--- config.mk ---
export PLATFORM = sky130hd
export DESIGN_NAME = ysyx_25040129_wbu
export DESIGN_NICKNAME = d
export VERILOG_FILES = /design/src/rtl/ysyx_25040129_wbu.sv
export SDC_FILE = /design/constraint.sdc
export NUM_CORES = 1
export LEC_CHECK = 0
export CORE_UTILIZATION = 56
export CTS_CLUSTER_SIZE = 24
export DETAILED_ROUTE_END_ITERATION = 7
export GPL_ROUTABILITY_DRIVEN = 0
export PLACE_DENSITY = 0.82
export SYNTH_ARGS = -nofsm -noshare
export SYNTH_HDL_FRONTEND = slang
export SYNTH_SLANG_ARGS = --single-unit
export TNS_END_PERCENT = 10
--- constraint.sdc ---
create_clock -name clk -period 5.9 [get_ports clk]
set_clock_uncertainty 0.2 [all_clocks]
set_input_delay 0.885 -clock clk [delete_from_list [all_inputs] [get_ports clk]]
set_output_delay 0.885 -clock clk [all_outputs]
set_load 0.05 [all_outputs]
--- src/rtl/ysyx_25040129_wbu.sv ---
// Writeback unit: merges EXU/LSU results through a small FIFO into the single
// register-file write port and tracks per-register pending-write (busy) bits.
module ysyx_25040129_wbu #(
    parameter int REGS_DIG = 4,
    parameter int DEPTH    = 4,
    parameter int PTR_W    = 2
) (
    input  logic                clk,
    input  logic                rst,
    input  logic                alloc_valid,
    input  logic [REGS_DIG-1:0] alloc_rd,
    output logic                alloc_ready,
    input  logic                exu_valid,
    output logic                exu_ready,
    input  logic                exu_wen,
    input  logic [REGS_DIG-1:0] exu_rd,
    input  logic [31:0]         exu_data,
    input  logic                lsu_valid,
    output logic                lsu_ready,
    input  logic                lsu_wen,
    input  logic [REGS_DIG-1:0] lsu_rd,
    input  logic [31:0]         lsu_data,
    output logic [REGS_DIG-1:0] rd,
    output logic                reg_write,
    output logic [31:0]         result,
    input  logic [REGS_DIG-1:0] src1_id,
    input  logic [REGS_DIG-1:0] src2_id,
    output logic                src1_busy,
    output logic                src2_busy,
    output logic                wb_err
);

    localparam int NREGS = 1 << REGS_DIG;
    localparam logic [PTR_W:0] CNT_LIMIT = (PTR_W+1)'(DEPTH - 2);

    logic [NREGS-1:0]    busy;
    logic [NREGS-1:0]    busy_next;
    logic [REGS_DIG-1:0] rd_mem   [DEPTH];
    logic [31:0]         data_mem [DEPTH];
    logic [PTR_W-1:0]    head;
    logic [PTR_W-1:0]    tail;
    logic [PTR_W:0]      count;

    logic in_ready;
    logic exu_push;
    logic lsu_push;
    logic pop;
    logic alloc_fire;
    logic err_push;
    logic [PTR_W-1:0] lsu_slot;

    // Both ports share one readiness so each is always guaranteed a free slot.
    assign in_ready  = (count <= CNT_LIMIT);
    assign exu_ready = in_ready;
    assign lsu_ready = in_ready;

    assign exu_push = exu_valid & in_ready & exu_wen & (exu_rd != '0);
    assign lsu_push = lsu_valid & in_ready & lsu_wen & (lsu_rd != '0);
    assign pop      = (count != '0);
    assign lsu_slot = tail + PTR_W'(exu_push);

    assign alloc_ready = (alloc_rd == '0) | ~busy[alloc_rd];
    assign alloc_fire  = alloc_valid & alloc_ready & (alloc_rd != '0);
    assign src1_busy   = busy[src1_id];
    assign src2_busy   = busy[src2_id];

    assign err_push = (exu_push & ~busy[exu_rd]) | (lsu_push & ~busy[lsu_rd]);

    // Clear on the edge that completes the write, set on allocation; x0 never busy.
    always_comb begin
        busy_next = busy;
        if (reg_write) begin
            busy_next[rd] = 1'b0;
        end
        if (alloc_fire) begin
            busy_next[alloc_rd] = 1'b1;
        end
        busy_next[0] = 1'b0;
    end

    always_ff @(posedge clk or negedge rst) begin
        if (!rst) begin
            busy   <= '0;
            wb_err <= 1'b0;
        end else begin
            busy <= busy_next;
            if (err_push) begin
                wb_err <= 1'b1;
            end
        end
    end

    // Storage carries no reset; validity is tracked entirely by the pointers.
    always_ff @(posedge clk) begin
        if (exu_push) begin
            rd_mem[tail]   <= exu_rd;
            data_mem[tail] <= exu_data;
        end
        if (lsu_push) begin
            rd_mem[lsu_slot]   <= lsu_rd;
            data_mem[lsu_slot] <= lsu_data;
        end
    end

    always_ff @(posedge clk or negedge rst) begin
        if (!rst) begin
            head      <= '0;
            tail      <= '0;
            count     <= '0;
            rd        <= '0;
            result    <= '0;
            reg_write <= 1'b0;
        end else begin
            tail  <= tail + PTR_W'(exu_push) + PTR_W'(lsu_push);
            count <= count + (PTR_W+1)'(exu_push) + (PTR_W+1)'(lsu_push)
                     - (PTR_W+1)'(pop);
            if (pop) begin
                rd        <= rd_mem[head];
                result    <= data_mem[head];
                reg_write <= 1'b1;
                head      <= head + 1'b1;
            end else begin
                reg_write <= 1'b0;
            end
        end
    end

endmodule
==> impl_metrics.csv <==
group,metric,value,unit
synth,yosys.area_share.simple,2.56,%
setup_path,criticalPathCategory,"primary input to output pin",
global_routing,grt-ovfl-total,0,
floorplan,die_y,138,µm
clock_tree,htreeDepth,1,
sta,drv_slew,0,
global_routing,grt_max_degree,61,
synth,synth_top_family_by_area,"multiplexers",
finish,syn_to_final_growth,20.7,%
finish,final_cell_area,0.0126,mm²
clock_tree,post_cts_resized,0,
synth,synth-async-reset-ratio,29.4,%
synth,synth_compound_gate_area_share,3.22,%
floorplan,rows,49,
synth,synth_edf_count,144,
synth,syn_area,0.0104,mm²
clock_tree,clock_path_buffers,3,
hold_path,hp-class,"flop to flop",
synth,synthCells,613,
synth,muxShareOfSynthArea,33.5,%
synth,yosysTopAreaCell,"edfxtp_1",
placed_design,port-buffer-count,133,
outcome,status,"complete, but fails checks",
drt,firstDrtPassIters,6,
setup_path,slowest_stage,"clkdlybuf4s50_1",
clock_tree,clkLatencyLatePin,0.49,ns
sta,clock.fmax,226,MHz
global_routing,antenna_found_initial,1,
floorplan,ioPinCount,134,
setup_path,worstPathRequired,4.82,ns
drt,viasPerCell,6.19,
sta,period_share,75.0,%
synth,synth_common_cells,"144 x edfxtp_1, 131 x mux2_2, 60 x dfrtp_1",
hold_path,holdPathStages,1,
drt,drt-total-wl,22700,µm
power,combinationalPowerShare,38.8,%
synth,postSynthNetCount,710,
synth,synthXorXnorAreaFrac,0.504,%
clock_tree,clock_sinks,204,
sta,fin_setup_tns,0,ns
setup_path,reg2reg_slack,2.24,ns
synth,synth_most_common_cell,"edfxtp_1",
power,intPower,3800,µW
synth,synth_top_flop_cell,"edfxtp_1",
sta,finalSetupViolCount,0,
setup_path,crit_buf_inv,2,
synth,synthAdderAreaFrac,0.865,%
setup_path,arrival,3.34,ns
power,switching_power,2090,µW
power,pwr-share-clk,22.8,%
setup_path,r2r_end,"data_mem[1][31]$_DFFE_PP_",
outcome,violations,"DRC",
sta,finalHoldViolCount,0,
clock_tree,clk_pin_slew,0.06,ns
finish,nets,841,
setup_path,start_kind,"primary input",
setup_path,rr_startpoint,"count[1]$_DFF_PN0_",
sta,post-route-min-period,4.42,ns
global_routing,grt_first_pass_wirelength,36100,µm
clock_tree,cts_tree,"yes",
synth,ys_seq_elements,204,
global_routing,grt_use_total,24.5,%
clock_tree,root_buffer,"clkbuf_16",
power,p_leak,0.00454,µW
synth,yosysSeqAreaShare,55.9,%
floorplan,dieArea,0.0192,mm²
synth,ys_top_cells_by_area,"edfxtp_1 41%, dfrtp_1 14%, mux2_2 14%, mux4_2 10%, mux2_4 8.4%",
setup_path,critical_path.cell_chain,"clkdlybuf4s50_1 > mux4_2 > a21oi_1 > o221a_2 > clkdlybuf4s50_1",
drt,drt_iter0_drc,383,
setup_path,path_common_cell,"clkdlybuf4s50_1",
sta,worstMarginPinSlew,1.06,ns
floorplan,core_area,0.0181,mm²
clock_tree,postCtsSetupBuffers,0,
setup_path,cp_top_family,"buffers and inverters",
placed_design,hpwlAfterDp,14500,µm
placed_design,dpl_cell_area,0.0119,mm²
synth,yosys.area.top_type_share,41.5,%
setup_path,cp_max_fo,11,
synth,ys_types,49,
setup_path,crit_end,"alloc_ready",
setup_path,end_kind,"output pin",
power,vdd_drop_max,380,µV
power,seqPwrFrac,38.3,%
sta,rsz0062_at_grt,"false",
drt,antenna_left,0,
power,switching_share,35.5,%
setup_path,critical-path-max-stage-delay,0.79,ns
sta,slew_headroom,29.6,%
finish,final_util,69.5,%
global_routing,grt_pass1_vias,6551,
finish,drive_above_1_share,39.5,%
setup_path,crit_cells,5,
setup_path,cp-startpoint,"alloc_rd[0]",
drt,vias,6117,
floorplan,initial_core_util,57.6,%
setup_path,r2r_cells,9,
synth,synth_warnings,0,
drt,drc,14,
synth,synth.avg_cell_area,17.0,µm²
power,pwr_density_cell,468,mW/mm²
clock_tree,cts.hold.buffers_added,0,
drt,wl_per_cell,23.0,µm
flow_run,maxCapViolCount,0,
clock_tree,cts_buffers,21,
floorplan,dieWidth,138,µm
==> cells in the final DEF (no fill, tap or decap), types with 5 or more instances in the layout <==
cell type        Yosys  final
buf_4                9     14
clkbuf_16            0     21
clkbuf_8             0      5
clkdlybuf4s50_1      0    132
dfrtp_1             60     58
edfxtp_1           144    144
inv_1               14     14
mux2_2             131    131
mux2_4              58     58
mux4_2              48     48
nand2_1             16     16
nand3b_1             5      5
o21ai_0             29     28
xnor2_1              5      5
==> power groups by stage <==
| stage | Clock, µW | Combinational [µW] | Sequential [µW] |
|---|---|---|---|
| 2_1_floorplan | 0 | 1270 | 2570 |
| 3_5_place_dp | 0 | 2290 | 2290 |
| 4_1_cts | 1360 | 2310 | 2260 |
| 5_1_grt | 1420 | 2410 | 2300 |
| 6_report | 1350 | 2290 | 2260 |
| 3_3_place_gp | 0 | 2240 | 2260 |
==> worst min-delay path by stage <==
| stage | startpoint | endpoint | slack [ns] |
|---|---|---|---|
| 2_1_floorplan | busy[5]$_DFF_PN0_ | busy[5]$_DFF_PN0_ | 0.31 |
| 3_5_place_dp | result[19]$_DFFE_PN0N_ | result[19]$_DFFE_PN0N_ | 0.29 |
| 3_3_place_gp | result[29]$_DFFE_PN0N_ | result[29]$_DFFE_PN0N_ | 0.29 |
| 4_1_cts | result[19]$_DFFE_PN0N_ | result[19]$_DFFE_PN0N_ | 0.31 |
| 5_1_grt | result[2]$_DFFE_PN0N_ | result[2]$_DFFE_PN0N_ | 0.32 |
| 6_report | result[19]$_DFFE_PN0N_ | result[19]$_DFFE_PN0N_ | 0.30 |
==> state kept, by name (all words and copies together), names as in the netlist <==
register and cells:
tail 2, wb_err 1, data_mem 128, busy 15
rd_mem 16, reg_write 1, rd 4, head 2
count 3, result 32
==> stage by stage <==
stage | hold WS (ns) | std cells | setup slack (ns) | power, µW
after floorplan | 0.308 | 613 | 1.02 | 3840
after global placement | 0.290 | 950 | 1.22 | 4500
after detailed placement | 0.295 | 950 | 1.03 | 4580
after CTS | 0.309 | 988 | 1.47 | 5930
after global routing | 0.324 | 989 | 1.36 | 6130
final | 0.305 | 989 | 1.48 | 5890
==> metal layers <==
layer | vias to the layer above | routed length, µm | GRT usage, %
met4 | 0 | 591 | 8.93
li1 | 2684 | - | -
met5 | - | 0 | 0
met3 | 48 | 1320 | 4.36
met2 | 223 | 11800 | 43.5
met1 | 3162 | 9020 | 30.0
==> logic make-up (layout without fill, tap and decap cells) <==
| group | after synthesis | count (layout) |
|---|---|---|
| flops | 204 | 204 |
| mux | 242 | 242 |
| other cells | 0 | 1 |
| compound gates | 54 | 54 |
| buf+inv | 53 | 199 |
| fa+ha+maj | 6 | 6 |
| simple gates | 48 | 48 |
| xor+xnor | 6 | 6 |
==> layout make-up <==
cell class | count | area [µm²]
Antenna cell | 1 | 2.50
Clock buffer | 30 | 609
Clock inverter | 8 | 96.3
Fill cell | 1139 | 5510
Inverter | 14 | 52.6
Multi-Input combinational cell | 356 | 4270
Sequential cell | 204 | 5830
Tap cell | 229 | 287
Timing Repair Buffer | 147 | 1430
(Power assumes the default switching activity.)
